File: src/rtl/skew_buffer.sv
// rtl/skew_buffer.sv - per-lane skew/deskew delay line with valid tracking, stall and flush
// Lane k is delayed k*STEP (skew) or (LN-1-k)*STEP (deskew) enabled cycles.
module skew_buffer #(
    parameter int LW   = 8,
    parameter int LN   = 8,
    parameter int STEP = 1
) (
    input  logic             clk,
    input  logic             rst_n,
    input  logic [LN*LW-1:0] xi,
    input  logic             vi,
    input  logic             en,
    input  logic             dir,
    input  logic             flush,
    output logic [LN*LW-1:0] xo,
    output logic [LN-1:0]    vo,
    output logic             busy
);

    localparam int DEPTH = (LN - 1) * STEP;

    logic [DEPTH-1:0] vld [LN];
    logic [LW-1:0]    dat [LN][DEPTH];
    logic             mode_q;
    logic             mode_eff;
    logic             busy_c;
    logic [LN*LW-1:0] xo_c;
    logic [LN-1:0]    vo_c;

    function automatic int delay_of(input int k, input logic m);
        return m ? (LN - 1 - k) * STEP : k * STEP;
    endfunction

    always_comb begin
        busy_c = 1'b0;
        for (int k = 0; k < LN; k++) begin
            busy_c = busy_c | (|vld[k]);
        end
    end

    assign busy = busy_c;
    // Mode is frozen while any beat is in flight so taps never move under data.
    assign mode_eff = busy_c ? mode_q : dir;

    always_ff @(posedge clk or negedge rst_n) begin
        if (!rst_n) begin
            mode_q <= 1'b0;
            for (int k = 0; k < LN; k++) begin
                vld[k] <= '0;
                for (int s = 0; s < DEPTH; s++) begin
                    dat[k][s] <= '0;
                end
            end
        end else if (flush) begin
            mode_q <= dir;
            for (int k = 0; k < LN; k++) begin
                vld[k] <= '0;
                for (int s = 0; s < DEPTH; s++) begin
                    dat[k][s] <= '0;
                end
            end
        end else if (en) begin
            mode_q <= mode_eff;
            for (int k = 0; k < LN; k++) begin
                for (int s = DEPTH - 1; s > 0; s--) begin
                    vld[k][s] <= vld[k][s-1];
                    dat[k][s] <= vld[k][s-1] ? dat[k][s-1] : '0;
                end
                if (vi && (delay_of(k, mode_eff) != 0)) begin
                    vld[k][0] <= 1'b1;
                    dat[k][0] <= xi[k*LW +: LW];
                end else begin
                    vld[k][0] <= 1'b0;
                    dat[k][0] <= '0;
                end
            end
        end
    end

    always_comb begin
        xo_c = '0;
        vo_c = '0;
        for (int k = 0; k < LN; k++) begin
            logic          v;
            logic [LW-1:0] d;
            int            dl;
            v  = 1'b0;
            d  = '0;
            dl = delay_of(k, mode_eff);
            if (dl == 0) begin
                v = vi;
                d = xi[k*LW +: LW];
            end else begin
                for (int s = 0; s < DEPTH; s++) begin
                    if (s + 1 == dl) begin
                        v = vld[k][s];
                        d = dat[k][s];
                    end
                end
            end
            // rst_n gating keeps the zero-delay lane quiet during reset too.
            vo_c[k] = v & en & ~flush & rst_n;
            xo_c[k*LW +: LW] = vo_c[k] ? d : '0;
        end
    end

    assign xo = xo_c;
    assign vo = vo_c;

endmodule

File: config.mk
export PLATFORM = sky130hd
export DESIGN_NAME = skew_buffer
export DESIGN_NICKNAME = d
export VERILOG_FILES = /design/src/rtl/skew_buffer.sv
export SDC_FILE = /design/constraint.sdc
export NUM_CORES = 1
export LEC_CHECK = 0
export ABC_AREA = 1
export CORE_MARGIN = 2
export CORE_UTILIZATION = 40
export CTS_CLUSTER_DIAMETER = 30
export DETAILED_ROUTE_END_ITERATION = 16
export GPL_TIMING_DRIVEN = 0
export SYNTH_ARGS = -nofsm -noshare
export SYNTH_HDL_FRONTEND = slang
export SYNTH_SLANG_ARGS = --single-unit
export TNS_END_PERCENT = 1
File: constraint.sdc
create_clock -name clk -period 2.8 [get_ports clk]
set_input_delay 0.56 -clock clk [delete_from_list [all_inputs] [get_ports clk]]
set_output_delay 0.56 -clock clk [all_outputs]
set_load 0.01 [all_outputs]
==> results of run 1 <==
## routing by layer
| layer | vias up | wire, um | global-route usage [%] |
|---|---|---|---|
| met5 | - | 0 | 0 |
| met4 | 0 | 1858 | 11.96 |
| met3 | 108 | 3544 | 5.528 |
| met2 | 510 | 22630 | 39.49 |
| met1 | 6442 | 20550 | 33.14 |
| li1 | 6066 | - | - |
## Yosys cell counts
| cell | instances | area [sq um] |
|---|---|---|
| inv_2 | 4 | 15.01 |
| clkbuf_1 | 72 | 270.3 |
| nand2_1 | 235 | 882.1 |
| nand3_1 | 144 | 720.7 |
| buf_6 | 6 | 67.56 |
| nor2_2 | 2 | 12.51 |
| buf_1 | 2 | 7.510 |
| nand3_2 | 9 | 90.09 |
| o21ai_0 | 127 | 635.6 |
| nand4_1 | 2 | 12.51 |
| nand2_2 | 1 | 6.260 |
| nand3_4 | 1 | 17.52 |
| dfrtp_1 | 374 | 9359 |
| buf_2 | 12 | 60.06 |
| nor2_1 | 77 | 289.0 |
| nand2_4 | 1 | 11.26 |
| o22ai_1 | 233 | 1458 |
| o21ai_1 | 2 | 10.01 |
| a22oi_1 | 1 | 7.510 |
| inv_1 | 379 | 1423 |
| buf_4 | 3 | 22.52 |
## worst paths after layout
check	from	end	slack [ps]	depth (start not counted)
worst max-delay path	vld[48]$_DFFE_PN0P_	xo[15]	-310	13
worst min-delay path	rst_n	dat[444]$_DFFE_PN0P_	30	2
worst max register to register	vld[42]$_DFFE_PN0P_	vld[43]$_DFFE_PN0P_	710	4
worst min register to register	dat[302]$_DFFE_PN0P_	dat[302]$_DFFE_PN0P_	480	2
max in group asynchronous	rst_n	dat[105]$_DFFE_PN0P_	2170	2
min in group clk	dat[302]$_DFFE_PN0P_	dat[302]$_DFFE_PN0P_	480	2
## critical path, stage by stage, from the launching register on
cell and delay (ps):
dfrtp_1 390, nor2_1 130, nand2_1 110, nor2_4 170
nand3_4 110, nand2_4 100, buf_12 140, buf_12 110
nand2_8 70, nand2_4 90, buf_6 100, nand3_4 160
nor2_4 170, buf_6 120
## final cells by class
type | instances | area, sq um
clock buffer | 106 | 2305
clock inverter | 37 | 395.4
inverter | 383 | 1464
fill | 3207 | 16170
sequential | 374 | 9359
tap | 511 | 639.4
multi-input combinational | 845 | 4815
buffer | 94 | 625.6
timing repair buffer | 199 | 1978
## power groups by stage
stage	sequential, mW	combinational [mW]	clock, mW
floorplan	5.56	0.503	0
global placement	5.58	1.00	0
detailed placement	5.57	1.03	0
CTS	5.49	1.73	9.28
global route	5.49	1.88	9.61
finish	5.50	1.79	9.19
## kinds of logic (layout without fill, tap and decap cells)
kind of cell / Yosys count / in the layout / share of synthesized area (%)
buf+inv: 478 / 819 / 12.13
flops: 374 / 374 / 60.86
compound gates: 363 / 363 / 13.73
simple gates: 472 / 482 / 13.28
## metrics by stage
| stage | std cells | hold WS, ps | worst slack (ps) | util, % |
|---|---|---|---|---|
| 2_1_floorplan | 1687 | 264.4 | 656.9 | - |
| 3_3_place_gp | 2340 | 465.2 | -15090 | 46.19 |
| 3_5_place_dp | 2343 | 473.5 | -1280 | 46.42 |
| 4_1_cts | 2544 | 34.65 | -256.3 | 56.93 |
| 5_1_grt | 2549 | 31.65 | -356.1 | 57.16 |
| 6_report | 2549 | 25.77 | -305.5 | 57.16 |
## state kept, by name (all words and copies together), names as in the netlist
signal and cells:
mode_q 1, dat 352, vld 21
## cell usage in the layout (no fill, tap or decap), types with 19 or more instances in the layout
cell type / instances
nand3_4: 22
nor2_2: 19
nand3_1: 125
o22ai_1: 233
clkdlybuf4s50_1: 68
buf_6: 26
nand2_1: 224
clkbuf_1: 71
inv_1: 367
clkbuf_16: 85
buf_4: 30
o21ai_0: 127
dfrtp_1: 374
nor2_1: 48
buf_2: 57
## repair_timing
item | CTS | global route
hold buffers | 1 | 0
resized for setup | 476 | 26
buffers inserted | 42 | 5
endpoints found under the hold margin | 76 | 0
pin swaps | 63 | 33
setup endpoints to repair | 72 | 76
gates cloned | 17 | 0
==> impl_metrics.ini, run 1 <==
[routing]
vias = 13130
firstDrtPassIters = 5
routed_wl_mm = 48.58
wl_per_cell_um = 19.06
drtIter0Drc = 1070
drc = 0
via_per_inst = 5.149
drt.antenna.violating_nets = 0

[cells_and_area]
area_growth_pct = 40.34
drive_gt1_share_pct = 19.28
antenna_cells = 0
postLayoutCellArea_sq_mm = 0.02158
nets = 2049

[placed_design]
hpwl_mm = 29.61
dpl_cell_area_sq_mm = 0.01753
gp_congestion = 0.8430
numPortBuffers = 142

[timing]
finalSetupViolations = 72
tns_ps = -16000
period_share_pct = 110.9
fin_skew_ps = 19.70
timing.fmax_mhz = 322.0
slew_headroom_pct = 42.89
rsz0062_at_grt = true
hold_violations = 0
drv_slew = 0
tightest_slew_ps = 856.7
timing.final.ws_setup_ps = -305.5
period_minus_slack_ps = 3105

[worst_setup_path]
cp_data_arrival_time_ps = 2550
critPathKind = register to primary output
critPathMaxFanout = 6
start_kind = register
worstPathRequired_ps = 2240
crit_path_end_kind = primary output

[flow_run]
cap_violations = 0

[clock_tree]
clk_pin_slew_worst_paths_ps = 50
root_buffer = clkbuf_16
cts_tree = built
clock_latency_ps = 580
cts_sinks = 374
h-tree-depth = 3
cts_buffers = 82
cts.path.max_buffers = 3

[floorplan]
ioPinCount = 143
num_rows = 71
dieArea_sq_mm = 0.04003
core_sq_mm = 0.03776
die_y_um = 200.1
die_w_um = 200.1
initial_core_util_pct = 40.73

[pwr]
p_switching_mw = 4.128
combPwrFrac_pct = 10.8
switching_share_pct = 25.06
p_leak_nw = 9.604
seq_power_share_pct = 33.4
irDropWorstVdd_mv = 0.5245
finalPower_mw = 16.48
pwr-share-clk_pct = 55.8
internal_power_mw = 12.35
power_density_mw_per_mm2 = 763.4

[logic_synthesis]
postSynthAreaPerCell_sq_um = 9.115
ys_seq_area_share_pct = 60.86
ys_warn_count = 0
syn_nets = 1757
syn_inst = 1687
synth_cell_types = 21
syn-cell-area_sq_mm = 0.01538
ys_ff_latch = 374

[global_routing]
grt_overflow = 0
grt_pass1_wl_mm = 75.61
antenna_found_initial = 0
grt_pass1_vias = 13500
grt_usage_pct = 25.08
grt_max_degree = 127

[outcome]
outcome = finished, violations left
violations = setup timing

[hold_path]
hp-class = input port to asynchronous set/reset pin
(Power assumes the default switching activity.)
==> run 2: changes to the inputs <==
--- a/config.mk
+++ b/config.mk
@@ -7,7 +7,7 @@
 export LEC_CHECK = 0
 export ABC_AREA = 1
 export CORE_MARGIN = 2
-export CORE_UTILIZATION = 40
+export CORE_UTILIZATION = 30
 export CTS_CLUSTER_DIAMETER = 30
 export DETAILED_ROUTE_END_ITERATION = 16
 export GPL_TIMING_DRIVEN = 0
==> run 2 against run 1 <==
Largest cell class unchanged. The flow still finishes with violations (setup timing). Count of clock-buffer cells in the layout fell by 18. Utilization is 15 points lower. Sequential cell count did not move. Hold slack improved by 2.7 ps.
==> impl_metrics.ini, run 2 (synthesized netlist as in run 1, its figures left out) <==
[pwr]
p_switching_mw = 4.043
combPwrFrac_pct = 9.1
p_leak_nw = 9.188
irDropWorstVdd_mv = 0.4521
seq_power_share_pct = 34.8
finalPower_mw = 15.77
internal_power_mw = 11.73
switching_share_pct = 25.63
pwr-share-clk_pct = 56.2
power_density_mw_per_mm2 = 747.4

[global_routing]
grt_overflow = 0
grt_max_degree = 123
grt_pass1_wl_mm = 75.81
antenna_found_initial = 0
grt_pass1_vias = 13490
grt_usage_pct = 18.59

[cells_and_area]
multi_input_area_sq_mm = 0.004722
largest-register = dat
largest_registers = dat x352, vld x21, mode_q x1
drive_gt1_share_pct = 18.08
fill_cells = 4844
largest_reg_flops = 352
area_growth_pct = 37.25
antenna_cells = 0
layout_commonest_cell = dfrtp_1
most-common-layout-cells = dfrtp_1, inv_1, o22ai_1, nand2_1, nand3_1
nets = 2013
postLayoutCellArea_sq_mm = 0.02111
seq_area_sq_mm = 0.009359
final_core_util_pct = 41.90

[timing]
period_minus_slack_ps = 3120
timing.final.ws_setup_ps = -320.5
hold-worst-slack_ps = 28.42
finalSetupViolations = 74
drv_slew = 0
timing.fmax_mhz = 320.5
tightest_slew_ps = 861.6
hold_violations = 0
fin_skew_ps = 14.97
period_share_pct = 111.4
slew_headroom_pct = 42.56
rsz0062_at_grt = true

[placed_design]
gp_congestion = 0.8283
hpwl_mm = 32.43
dpl_cell_area_sq_mm = 0.01773
numPortBuffers = 142
dp_slack_ps = -970.1

[clock_tree]
root_buffer = clkbuf_16
clk_pin_slew_worst_paths_ps = 50
cts_tree = built
cts.path.max_buffers = 3
cts_buffers = 73
h-tree-depth = 3
cts_sinks = 374
clock_latency_ps = 580

[routing]
wl_per_cell_um = 18.25
via_per_inst = 4.842
firstDrtPassIters = 5
vias = 12950
drc = 0
routed_wl_mm = 48.79
drtIter0Drc = 1101
drt.antenna.violating_nets = 0

[floorplan]
core_sq_mm = 0.05038
die_w_um = 230.4
ioPinCount = 143
num_rows = 82
initial_core_util_pct = 30.53
die_y_um = 230.4
dieArea_sq_mm = 0.05308

[worst_setup_path]
critPathKind = register to primary output
crit_start = vld[48]$_DFFE_PN0P_
rr_startpoint = vld[44]$_DFFE_PN0P_
r2r_slack_ps = 730
reg2reg_to = dat[53]$_DFFE_PN0P_
worstPathRequired_ps = 2240
crit_path_end_kind = primary output
endpoint = xo[1]
r2r_cells = 10
cp_data_arrival_time_ps = 2560
start_kind = register
critPathMaxFanout = 8

[hold_path]
hp-class = input port to asynchronous set/reset pin

[outcome]
violations = setup timing
outcome = finished, violations left

[flow_run]
cap_violations = 0
-- run 2: changes by cell type in the layout (fill, tap and decap cells not counted), sizes merged --
cell           delta
clkdlybuf4s15    +10
nand2             -2
clkinv            -3
bufbuf            -4
clkinvlp          +4
inv               +4
clkbuf           -22
buf              -26
clkdlybuf4s50     +1
bufinv            +4
nand3             -2
-- run 2: worst min path at each step --
stage	end	slack, ps	depth (start not counted)
after floorplan	dat[0]$_DFFE_PN0P_	260	0
after global placement	dat[345]$_DFFE_PN0P_	470	2
after detailed placement	dat[193]$_DFFE_PN0P_	470	2
after CTS	dat[24]$_DFFE_PN0P_	40	2
after global routing	dat[24]$_DFFE_PN0P_	60	2
final	dat[33]$_DFFE_PN0P_	30	2
-- run 2: layer usage --
| metal | vias up | share of wire, % | GRT usage (%) |
|---|---|---|---|
| met5 | - | 0 | 0 |
| li1 | 5988 | - | - |
| met1 | 6398 | 43 | 23.89 |
| met2 | 436 | 46 | 29.41 |
| met4 | 0 | 4.9 | 9.194 |
| met3 | 126 | 6.5 | 4.422 |
-- run 2: repair_timing --
action	CTS	global route
gates cloned	7	0
endpoints found under the hold margin	63	0
setup buffers	26	2
hold buffers	1	0
pin swaps	48	24
endpoints found under the setup margin	82	93
resized for setup	435	31
-- run 2: per-stage QoR --
stage / instances / TNS [ps]
floorplan: 1687 / 0
global placement: 2501 / -6535180
detailed placement: 2504 / -125580
CTS: 2672 / -16120
global route: 2674 / -26390
finish: 2674 / -17890
-- run 2: final cells by class --
cell class | instances | area share [%]
plain buffers | 95 | 2.549
repair buffers | 175 | 7.731
inverters | 383 | 6.948
clock inverters | 46 | 2.816
well taps | 672 | 3.984
multi-input cells | 841 | 22.37
clock buffers | 88 | 9.254
flip-flops and latches | 374 | 44.34
-- run 2: critical path, stage by stage, from the launching register on --
cell and delay [ps]:
dfrtp_1 400, nor2_1 110, nand2_1 90, nor2_4 170
nand3_4 120, nand2_4 120, buf_12 150, nand2_8 130
buf_6 170, nand2_8 70, nand3_4 150, nor2_1 130
buf_2 150
-- run 2: power groups by stage --
stage	Sequential (mW)	Clock, mW	Combinational, mW
floorplan	5.56	0	0.503
global placement	5.58	0	1.02
detailed placement	5.57	0	1.04
CTS	5.48	8.96	1.40
global route	5.48	9.24	1.53
finish	5.48	8.86	1.43
==> run 3: changes to the inputs <==
--- a/config.mk
+++ b/config.mk
@@ -6,7 +6,7 @@
 export NUM_CORES = 1
 export LEC_CHECK = 0
 export ABC_AREA = 1
-export CORE_MARGIN = 2
+export CORE_MARGIN = 1.5
 export CORE_UTILIZATION = 30
 export CTS_CLUSTER_DIAMETER = 30
 export DETAILED_ROUTE_END_ITERATION = 16
==> run 3 against run 2 <==
The run still ends with setup timing left. Largest cell class unchanged. Largest power group unchanged. Non-clock buffer count up 9. Critical path type unchanged. Die area down 0.87%. Cell area up 1.4%. Fmax down 1.8%. Sequential cell count unchanged. Critical path depth up 1. Highest routed layer unchanged. First-iteration DRC count up 4.9%. Global-route usage up 0.21 points. Clock skew up 16 ps.
==> impl_metrics.ini, run 3 (synthesized netlist as in run 1, its figures left out) <==
[clock_tree]
cts_tree = built
root_buffer = clkbuf_16
cts_buffers = 72
h-tree-depth = 3
clock_latency_ps = 580
clk_pin_slew_worst_paths_ps = 60
cts.path.max_buffers = 3
cts_sinks = 374

[floorplan]
num_rows = 82
dieArea_sq_mm = 0.05262
core_sq_mm = 0.05038
initial_core_util_pct = 30.53
ioPinCount = 143
die_w_um = 229.4
die_y_um = 229.4

[worst_setup_path]
critPathKind = register to primary output
crit_slowest_cell = dfrtp_1
path_depth = 13
crit_path_end_kind = primary output
critPathMaxFanout = 7
cp_data_arrival_time_ps = 2620
worstPathRequired_ps = 2240
cp_num_buf_inv = 5
crit_chain = nor2_1 -> nand2_1 -> nor2_4 -> nand4_1 -> buf_6 -> buf_12 -> nand2_8 -> nand2_4 -> nand3_4 -> buf_12 -> buf_6 -> nor2_1 -> buf_2
path_delay_family = simple AND/OR/NAND/NOR gates
r2r_cells = 10
start_kind = register
critPathMaxStageDelay_ps = 400

[pwr]
finalPower_mw = 16.02
p_switching_mw = 4.094
p_leak_nw = 9.394
pwr-share-clk_pct = 55.3
irDropWorstVdd_mv = 0.5310
internal_power_mw = 11.93
combPwrFrac_pct = 10.5
power_density_mw_per_mm2 = 748.7
seq_power_share_pct = 34.2
switching_share_pct = 25.55

[cells_and_area]
nets = 2024
largest-register = dat
area_growth_pct = 39.18
final_core_util_pct = 42.48
largest_registers = dat x352, vld x21, mode_q x1
final_cells = 2684
largest_reg_flops = 352
drive_gt1_share_pct = 18.40
postLayoutCellArea_sq_mm = 0.02140
most-common-layout-cells = inv_1, dfrtp_1, o22ai_1, nand2_1, o21ai_0
layout_commonest_cell = inv_1

[timing]
fin_skew_ps = 30.84
drv_slew = 0
finalSetupViolations = 72
period_share_pct = 113.5
period_minus_slack_ps = 3178
rsz0062_at_grt = true
tightest_slew_ps = 843.5
tns_ps = -18950
timing.final.ws_setup_ps = -378.2
hold_violations = 0
timing.fmax_mhz = 314.6
slew_headroom_pct = 43.77

[global_routing]
antenna_found_initial = 1
grt_pass1_wl_mm = 76.48
grt_usage_pct = 18.80
grt_overflow = 0
grt_max_degree = 129
grt_pass1_vias = 13430

[routing]
drtIter0Drc = 1155
drc = 0
wl_per_cell_um = 18.92
via_per_inst = 4.890
firstDrtPassIters = 5
vias = 13130
drt.antenna.violating_nets = 0
routed_wl_mm = 50.78

[placed_design]
dpl_cell_area_sq_mm = 0.01773
hpwl_mm = 32.61
place_inst = 2504
numPortBuffers = 142
gp_congestion = 0.8124

[outcome]
violations = setup timing
outcome = finished, violations left

[flow_run]
cap_violations = 0

[hold_path]
hp-class = input port to asynchronous set/reset pin
run 3: cell count changes in the layout (fill, tap and decap cells not counted), moves of 7 or more:
cell / before / now
nand3_1: 134 / 126
clkbuf_2: 3 / 11
buf_12: 5 / 12
nor2_1: 36 / 52
nor2_2: 28 / 14
clkinvlp_4: 14 / 5
clkinv_4: 4 / 11
run 3: final cells by class:
type | count | area (sq um)
diodes | 1 | 2.502
plain buffers | 94 | 570.5
clock buffers | 85 | 1942
clock inverters | 46 | 588.1
fillers | 4782 | 28970
inverters | 383 | 1466
multi-input cells | 844 | 4812
flip-flops and latches | 374 | 9359
well taps | 672 | 840.8
repair buffers | 185 | 1821
run 3: final timing paths:
| check | from | end | slack (ps) |
|---|---|---|---|
| min in group clk | dat[396]$_DFFE_PN0P_ | dat[396]$_DFFE_PN0P_ | 480 |
| min | rst_n | dat[41]$_DFFE_PN0P_ | 9 |
| min reg2reg | dat[396]$_DFFE_PN0P_ | dat[396]$_DFFE_PN0P_ | 480 |
| max reg2reg | vld[53]$_DFFE_PN0P_ | dat[53]$_DFFE_PN0P_ | 710 |
| max in group asynchronous | rst_n | dat[195]$_DFFE_PN0P_ | 1850 |
| max | vld[53]$_DFFE_PN0P_ | xo[49] | -380 |
run 3: power groups by stage:
stage,clock network (mW),registers [mW],logic [mW]
4_1_cts,8.95,5.48,1.41
5_1_grt,9.23,5.49,1.76
3_3_place_gp,0,5.58,1.02
3_5_place_dp,0,5.57,1.05
2_1_floorplan,0,5.56,0.503
6_report,8.86,5.49,1.68
run 3: metal layers:
| metal | up-vias | routed length [um] | GRT usage [%] |
|---|---|---|---|
| met3 | 108 | 3141 | 3.909 |
| met5 | - | 0 | 0 |
| met1 | 6521 | 21820 | 24.55 |
| li1 | 6004 | - | - |
| met2 | 492 | 23920 | 30.01 |
| met4 | 0 | 1900 | 8.388 |
run 3: worst reg2reg max path, delay by kind of cell, from the launching register on:
kind,cells,cell delay [ps]
and+or+nand+nor,6,870
buffers and inverters,3,630
DFF,1,400
AOI/OAI and AO/OA,1,110
run 3: what timing repair did:
action / in CTS / in global routing
cloned: 10 / 6
hold endpoints to repair: 88 / 23
buffers inserted: 12 / 18
pin swaps: 23 / 36
endpoints found under the setup margin: 82 / 83
resized for setup: 387 / 99
run 3: stage by stage:
| step | hold WS (ps) | worst slack (ps) |
|---|---|---|
| 5_1_grt | 16.00 | -442.1 |
| 2_1_floorplan | 264.4 | 656.9 |
| 3_3_place_gp | 466.6 | -14810 |
| 3_5_place_dp | 473.9 | -1004 |
| 4_1_cts | -62.70 | -403.2 |
| 6_report | 8.782 | -378.2 |
